[config.mk]
export PLATFORM = sky130hd
export DESIGN_NAME = mem_access_unit
export DESIGN_NICKNAME = d
export VERILOG_FILES = /design/src/rtl/mem_access_unit.sv
export SDC_FILE = /design/constraint.sdc
export NUM_CORES = 1
export LEC_CHECK = 0
export CORE_MARGIN = 3
export CORE_UTILIZATION = 45
export DETAILED_ROUTE_END_ITERATION = 6
export PLACE_DENSITY_LB_ADDON = 0.12
export SETUP_SLACK_MARGIN = 0.02
export SYNTH_ARGS = -nofsm -noshare
export SYNTH_HDL_FRONTEND = slang
export SYNTH_SLANG_ARGS = --single-unit
export TNS_END_PERCENT = 10
[constraint.sdc]
create_clock -name clk -period 5.6 [get_ports clk]
set_input_delay 1.4 -clock clk [delete_from_list [all_inputs] [get_ports clk]]
set_output_delay 1.4 -clock clk [all_outputs]
set_load 0.02 [all_outputs]
[src/rtl/mem_access_unit.sv]
// -----------------------------------------------------------------------------
// mem_access_unit
// Load/store front end between the CPU execute stage and the data memory.
// One request is accepted at a time over a valid/ready handshake. The unit
// checks the request for alignment and range, drives the datamem port for a
// programmable number of cycles, and returns extended load data or a fault
// code over a second valid/ready handshake.
//
// Ports
//   clk, rst_n                 clock, synchronous active-low reset
//   req_valid/req_ready        request handshake (ready only in IDLE)
//   req_op/req_addr/req_wdata  operation, byte address, right-justified data
//   mem_address/mem_datain     datamem address and write data
//   mem_we                     datamem write enable (one cycle per store)
//   mem_writebyte/halfword     datamem store width selects
//   mem_data                   datamem asynchronous read data
//   rsp_valid/rsp_ready        response handshake
//   rsp_rdata/rsp_fault        load result / fault code (00 ok, 01 misaligned,
//                              10 out of range)
// -----------------------------------------------------------------------------
module mem_access_unit #(
    parameter logic [31:0] STARTADDR   = 32'h1000_0000,
    parameter logic [31:0] LENGTH      = 32'h0000_1000,
    parameter int unsigned WAIT_CYCLES = 1
) (
    input  logic        clk,
    input  logic        rst_n,
    input  logic        req_valid,
    output logic        req_ready,
    input  logic [2:0]  req_op,
    input  logic [31:0] req_addr,
    input  logic [31:0] req_wdata,
    output logic [31:0] mem_address,
    output logic [31:0] mem_datain,
    output logic        mem_we,
    output logic        mem_writebyte,
    output logic        mem_writehalfword,
    input  logic [31:0] mem_data,
    output logic        rsp_valid,
    input  logic        rsp_ready,
    output logic [31:0] rsp_rdata,
    output logic [1:0]  rsp_fault
);

    typedef enum logic [1:0] {
        ST_IDLE   = 2'd0,
        ST_ACCESS = 2'd1,
        ST_RESP   = 2'd2
    } state_t;

    localparam logic [2:0] OP_LB  = 3'd0;
    localparam logic [2:0] OP_LH  = 3'd1;
    localparam logic [2:0] OP_LW  = 3'd2;
    localparam logic [2:0] OP_SB  = 3'd3;
    localparam logic [2:0] OP_LBU = 3'd4;
    localparam logic [2:0] OP_LHU = 3'd5;
    localparam logic [2:0] OP_SH  = 3'd6;
    localparam logic [2:0] OP_SW  = 3'd7;

    localparam logic [1:0] FAULT_OK       = 2'b00;
    localparam logic [1:0] FAULT_MISALIGN = 2'b01;
    localparam logic [1:0] FAULT_RANGE    = 2'b10;

    // Bounds kept in 33 bits so a window ending at the top of the address
    // space cannot wrap around to zero.
    localparam logic [32:0] LO_BOUND  = {1'b0, STARTADDR};
    localparam logic [32:0] HI_BOUND  = {1'b0, STARTADDR} + {1'b0, LENGTH};
    localparam logic [7:0]  WAIT_INIT = 8'(WAIT_CYCLES - 1);

    function automatic logic is_store(input logic [2:0] op);
        return (op == OP_SB) || (op == OP_SH) || (op == OP_SW);
    endfunction

    function automatic logic is_half(input logic [2:0] op);
        return (op == OP_LH) || (op == OP_LHU) || (op == OP_SH);
    endfunction

    function automatic logic is_word(input logic [2:0] op);
        return (op == OP_LW) || (op == OP_SW);
    endfunction

    // Misalignment takes priority over the range check.
    function automatic logic [1:0] check_fault(input logic [2:0] op, input logic [31:0] addr);
        logic [32:0] a33;
        logic [1:0]  f;
        a33 = {1'b0, addr};
        if ((is_half(op) && addr[0]) || (is_word(op) && (addr[1:0] != 2'b00))) begin
            f = FAULT_MISALIGN;
        end else if ((a33 < LO_BOUND) || (a33 >= HI_BOUND)) begin
            f = FAULT_RANGE;
        end else begin
            f = FAULT_OK;
        end
        return f;
    endfunction

    // Datamem returns the addressed byte in the top lane (big-endian).
    function automatic logic [31:0] extend_load(input logic [2:0] op, input logic [31:0] d);
        logic [31:0] r;
        case (op)
            OP_LB:   r = {{24{d[31]}}, d[31:24]};
            OP_LBU:  r = {24'h00_0000, d[31:24]};
            OP_LH:   r = {{16{d[31]}}, d[31:16]};
            OP_LHU:  r = {16'h0000, d[31:16]};
            OP_LW:   r = d;
            default: r = 32'h0000_0000;
        endcase
        return r;
    endfunction

    state_t      state_q, state_d;
    logic [7:0]  cnt_q, cnt_d;
    logic [2:0]  op_q, op_d;
    logic [31:0] addr_q, addr_d;
    logic [31:0] wdata_q, wdata_d;
    logic [31:0] rdata_q, rdata_d;
    logic [1:0]  fault_q, fault_d;
    logic [1:0]  req_fault_s;
    logic        in_access_s;
    logic        last_cycle_s;

    assign req_fault_s  = check_fault(req_op, req_addr);
    assign in_access_s  = rst_n && (state_q == ST_ACCESS);
    assign last_cycle_s = (cnt_q == 8'd0);

    // Next-state and datapath update for the request/access/response sequence.
    always_comb begin
        state_d = state_q;
        cnt_d   = cnt_q;
        op_d    = op_q;
        addr_d  = addr_q;
        wdata_d = wdata_q;
        rdata_d = rdata_q;
        fault_d = fault_q;
        case (state_q)
            ST_IDLE: begin
                if (req_valid) begin
                    op_d    = req_op;
                    addr_d  = req_addr;
                    wdata_d = req_wdata;
                    rdata_d = 32'h0000_0000;
                    fault_d = req_fault_s;
                    if (req_fault_s != FAULT_OK) begin
                        state_d = ST_RESP;
                    end else begin
                        state_d = ST_ACCESS;
                        cnt_d   = WAIT_INIT;
                    end
                end else begin
                    state_d = ST_IDLE;
                end
            end
            ST_ACCESS: begin
                if (last_cycle_s) begin
                    if (!is_store(op_q)) begin
                        rdata_d = extend_load(op_q, mem_data);
                    end else begin
                        rdata_d = 32'h0000_0000;
                    end
                    state_d = ST_RESP;
                end else begin
                    cnt_d = cnt_q - 8'd1;
                end
            end
            ST_RESP: begin
                if (rsp_ready) begin
                    state_d = ST_IDLE;
                end else begin
                    state_d = ST_RESP;
                end
            end
            default: begin
                state_d = ST_IDLE;
            end
        endcase
    end

    // State and latched request registers with synchronous reset.
    always_ff @(posedge clk) begin
        if (!rst_n) begin
            state_q <= ST_IDLE;
            cnt_q   <= 8'd0;
            op_q    <= 3'd0;
            addr_q  <= 32'h0000_0000;
            wdata_q <= 32'h0000_0000;
            rdata_q <= 32'h0000_0000;
            fault_q <= 2'b00;
        end else begin
            state_q <= state_d;
            cnt_q   <= cnt_d;
            op_q    <= op_d;
            addr_q  <= addr_d;
            wdata_q <= wdata_d;
            rdata_q <= rdata_d;
            fault_q <= fault_d;
        end
    end

    // Outputs decode registered state; gating with rst_n forces them low for
    // the whole reset, and kills a store write strobe on the reset edge.
    always_comb begin
        if (rst_n) begin
            req_ready         = (state_q == ST_IDLE);
            mem_address       = addr_q;
            mem_datain        = wdata_q;
            mem_we            = in_access_s && is_store(op_q) && last_cycle_s;
            mem_writebyte     = in_access_s && (op_q == OP_SB);
            mem_writehalfword = in_access_s && (op_q == OP_SH);
            rsp_valid         = (state_q == ST_RESP);
            rsp_rdata         = rdata_q;
            rsp_fault         = fault_q;
        end else begin
            req_ready         = 1'b0;
            mem_address       = 32'h0000_0000;
            mem_datain        = 32'h0000_0000;
            mem_we            = 1'b0;
            mem_writebyte     = 1'b0;
            mem_writehalfword = 1'b0;
            rsp_valid         = 1'b0;
            rsp_rdata         = 32'h0000_0000;
            rsp_fault         = 2'b00;
        end
    end

endmodule

==> impl_results.md <==
- Buffers on Ports: 205
- Count of final hold-check violations: 0
- Post-synth EDFFs: 0
- Worst reg-to-reg setup slack: 3100 ps
- Vias: 5164
- Number of hold buffers added after cts: 0
- First-pass GRT wire length: 24600 um
- Commonest non-fill, non-tap cells in the layout: clkdlybuf4s50_1, nand2_1, dfxtp_1, a21oi_1, and2_1
- Final WL: 15300 um
- CP max FO: 54
- Termination of the worst setup path: mem_address[0]
- Ratio of cells with drive above 1 in the final layout: under 10%
- Syn_nets: about 780
- CP arrival: 2860 ps
- FF-to-FF Start: cnt_q[3]$_SDFFE_PN0P_
- Dpl ws: 1360 ps
- Initial Util: 47.5%
- Pwr Density: roughly 220 mW/mm2
- Area grow syn2layout: 45.1%
- Clk_lat worst skew: 360 ps
- R2r endpoint: rdata_q[30]$_SDFFE_PN0P_
- Boundary Pins: 206
- Fin util: between 60% and 70%
- Register area: roughly 0.0022 mm2
- Final setup violation count: 0
- XOR/XNOR Fraction of Synth Area: 0.874%
- WS Path Type: in2out
- Tmin final: 4260 ps
- Register area share after synthesis: 44.3%
- Number of global-route vias before repair: 4998
- Die H: 112 um
- CP Capture Type: primary output
- Worst Path Required: 4200 ps
- Setup TNS: 0 ps
- Peak supply drop: 0.000132 V
- Synth unique cells: 42
- Post-CTS resize count: 0
- Clk sinks: 111
- Adder-cell area share of the yosys netlist: 0.250%
- Post-DP HPWL: between 10000 and 15000 um
- Initial DRC count: 339
- Rows: 37
- CTS Root Cell: clkbuf_8
- Most common cell after layout, fill and taps aside: clkdlybuf4s50_1
- Clock Skews: 7.46 ps
- Dominant synthesized flop cell: dfxtp_1
- Period utilization: 76.0%
- Die width: 112 um
- TritonCTS Buffers: 9
- Post-CTS Setup Bufs: 0
- Gate Count Post-Synth: 678
- Avg WL per Cell: between 15 and 20 um
- Final net count: between 900 and 1000
- Post-route DRC: 0
- Status: finished, final reports clean
- Clk slew on worst S/H paths: about 100 ps
- Synth Area in Compound Gates: ~18%
- Multi-input gate area: 0.00245 mm2
- Critical path launch point type: input pin
- Max Cap Viol: 0
- Async SR Flop Fraction: 0%
- Synth Area in Simple Gates: 29.5%
- Slew Viols, Final: 0
- Synth Cell Area: roughly 0.005 mm2
- Fillers: 899
- Slew at the pin closest to its max-slew limit: 1040 ps
- Total gr overflow: 0
- Register bit total from synthesis: 111
- Placer Congestion: 0.842
- Routed vias/inst: 5.21
- TritonCTS clock tree: done
- ANT cells: 0
- Rel. slew slack: 30.4%
- Final Cell Area: 0.00727 mm2
- CTS H-tree depth: 3
- RSZ-0062 raised after global routing: false
- HP Class: reg2reg
- All-layer global routing usage: 23.9%
- Clock tree buffer depth: 2
- DRT antenna net count: 0
- Post-Syn Area per Cell: 7.39 um2
- Synth warn: 0
- Placement Cell Area: around 0.0071 mm2
- Core Area: 0.0106 mm2
- Main combinational cell family by area after synthesis: simple AND/OR/NAND/NOR gates
- TritonRoute pass-1 iters: 5
- Post-synthesis mux area share: 0.200%
- Setup ws final: 1340 ps
- Peak Freq: 0.235 GHz
- Largest net degree at the start of global routing: 74
- Die area: 0.0124 mm2
- Worst Setup SP: rst_n
- P_leak: about 3 nW
- Worst R2R Path Depth: 5
- Antenna violations before repair: 0
[how the worst min path moves through the flow]
stage,startpoint,slack (ps),cells after the start,end
detailed placement,addr_q[25]$_SDFFE_PN0P_,440,2,addr_q[25]$_SDFFE_PN0P_
floorplan,fault_q[1]$_SDFFE_PN0P_,430,2,fault_q[1]$_SDFFE_PN0P_
global placement,fault_q[1]$_SDFFE_PN0P_,440,2,fault_q[1]$_SDFFE_PN0P_
global route,wdata_q[18]$_SDFFE_PN0P_,480,2,wdata_q[18]$_SDFFE_PN0P_
CTS,addr_q[25]$_SDFFE_PN0P_,460,2,addr_q[25]$_SDFFE_PN0P_
finish,addr_q[5]$_SDFFE_PN0P_,450,2,addr_q[5]$_SDFFE_PN0P_
[metal layers]
metal  global-route usage [%]  wire length (um)  vias to the layer above
li1                         -                 -                     2553
met1                     28.6              6090                     2382
met2                     40.9              7470                      206
met3                     8.64              1430                       23
met4                     6.08               299                        0
met5                        0                 0                        -
[Yosys cell counts (all sizes together) (2+ instances only)]
cell / n / area (um2)
nor3: 2 / 10.0
and2: 71 / 444
nand2: 188 / 706
dfxtp: 111 / 2220
nor2: 20 / 75.1
a22o: 2 / 17.5
nor2b: 10 / 62.6
nor3b: 3 / 22.5
a21oi: 107 / 536
o21ai: 2 / 10.0
nand3: 4 / 20.0
nand2b: 3 / 18.8
a22oi: 7 / 52.6
xnor2: 4 / 35.0
nor4: 5 / 46.3
nor4b: 2 / 17.5
o22ai: 31 / 194
clkbuf: 37 / 139
buf: 13 / 66.3
or4: 2 / 18.8
inv: 38 / 143
[worst max-delay path, stage by stage]
cell             delay [ps]
buf_2                   130
buf_4                   390
and2_1                  270
clkdlybuf4s50_1         630
[flip-flops by register name, summed over array words and instances, names as in the netlist]
signal and flops:
addr_q 32, wdata_q 32, cnt_q 8, rdata_q 32
state_q 2, fault_q 2, op_q 3
[cell type report]
class,instances,share of cell area (%)
multi-input cells,479,33.7
flip-flops and latches,111,30.6
repair buffers,211,28.8
well taps,136,2.34
inverters,38,1.96
clock buffers,9,1.70
clock inverters,7,0.998
[power breakdown]
part	total, mW	switching [mW]	internal, mW
Combinational	0.295	0.152	0.143
Clock	0.485	0.277	0.208
Sequential	0.840	0.0195	0.820
Total	1.62	0.448	1.17
[kinds of logic after synthesis]
logic type | Yosys count
AO/OA/AOI/OAI | 157
XOR/XNOR | 5
adder cells (fa/ha/maj) | 1
buffers and inverters | 88
flip-flops | 111
multiplexers | 1
AND/OR/NAND/NOR | 315
[per-stage QoR]
stage / hold slack [ps] / instances / total power, mW
2_1_floorplan: 427 / 678 / 1.00
3_3_place_gp: 437 / 975 / 1.14
3_5_place_dp: 443 / 975 / 1.15
4_1_cts: 457 / 991 / 1.63
5_1_grt: 477 / 991 / 1.69
6_report: 454 / 991 / 1.62
Note: power is estimated with default switching activity, not from simulation.
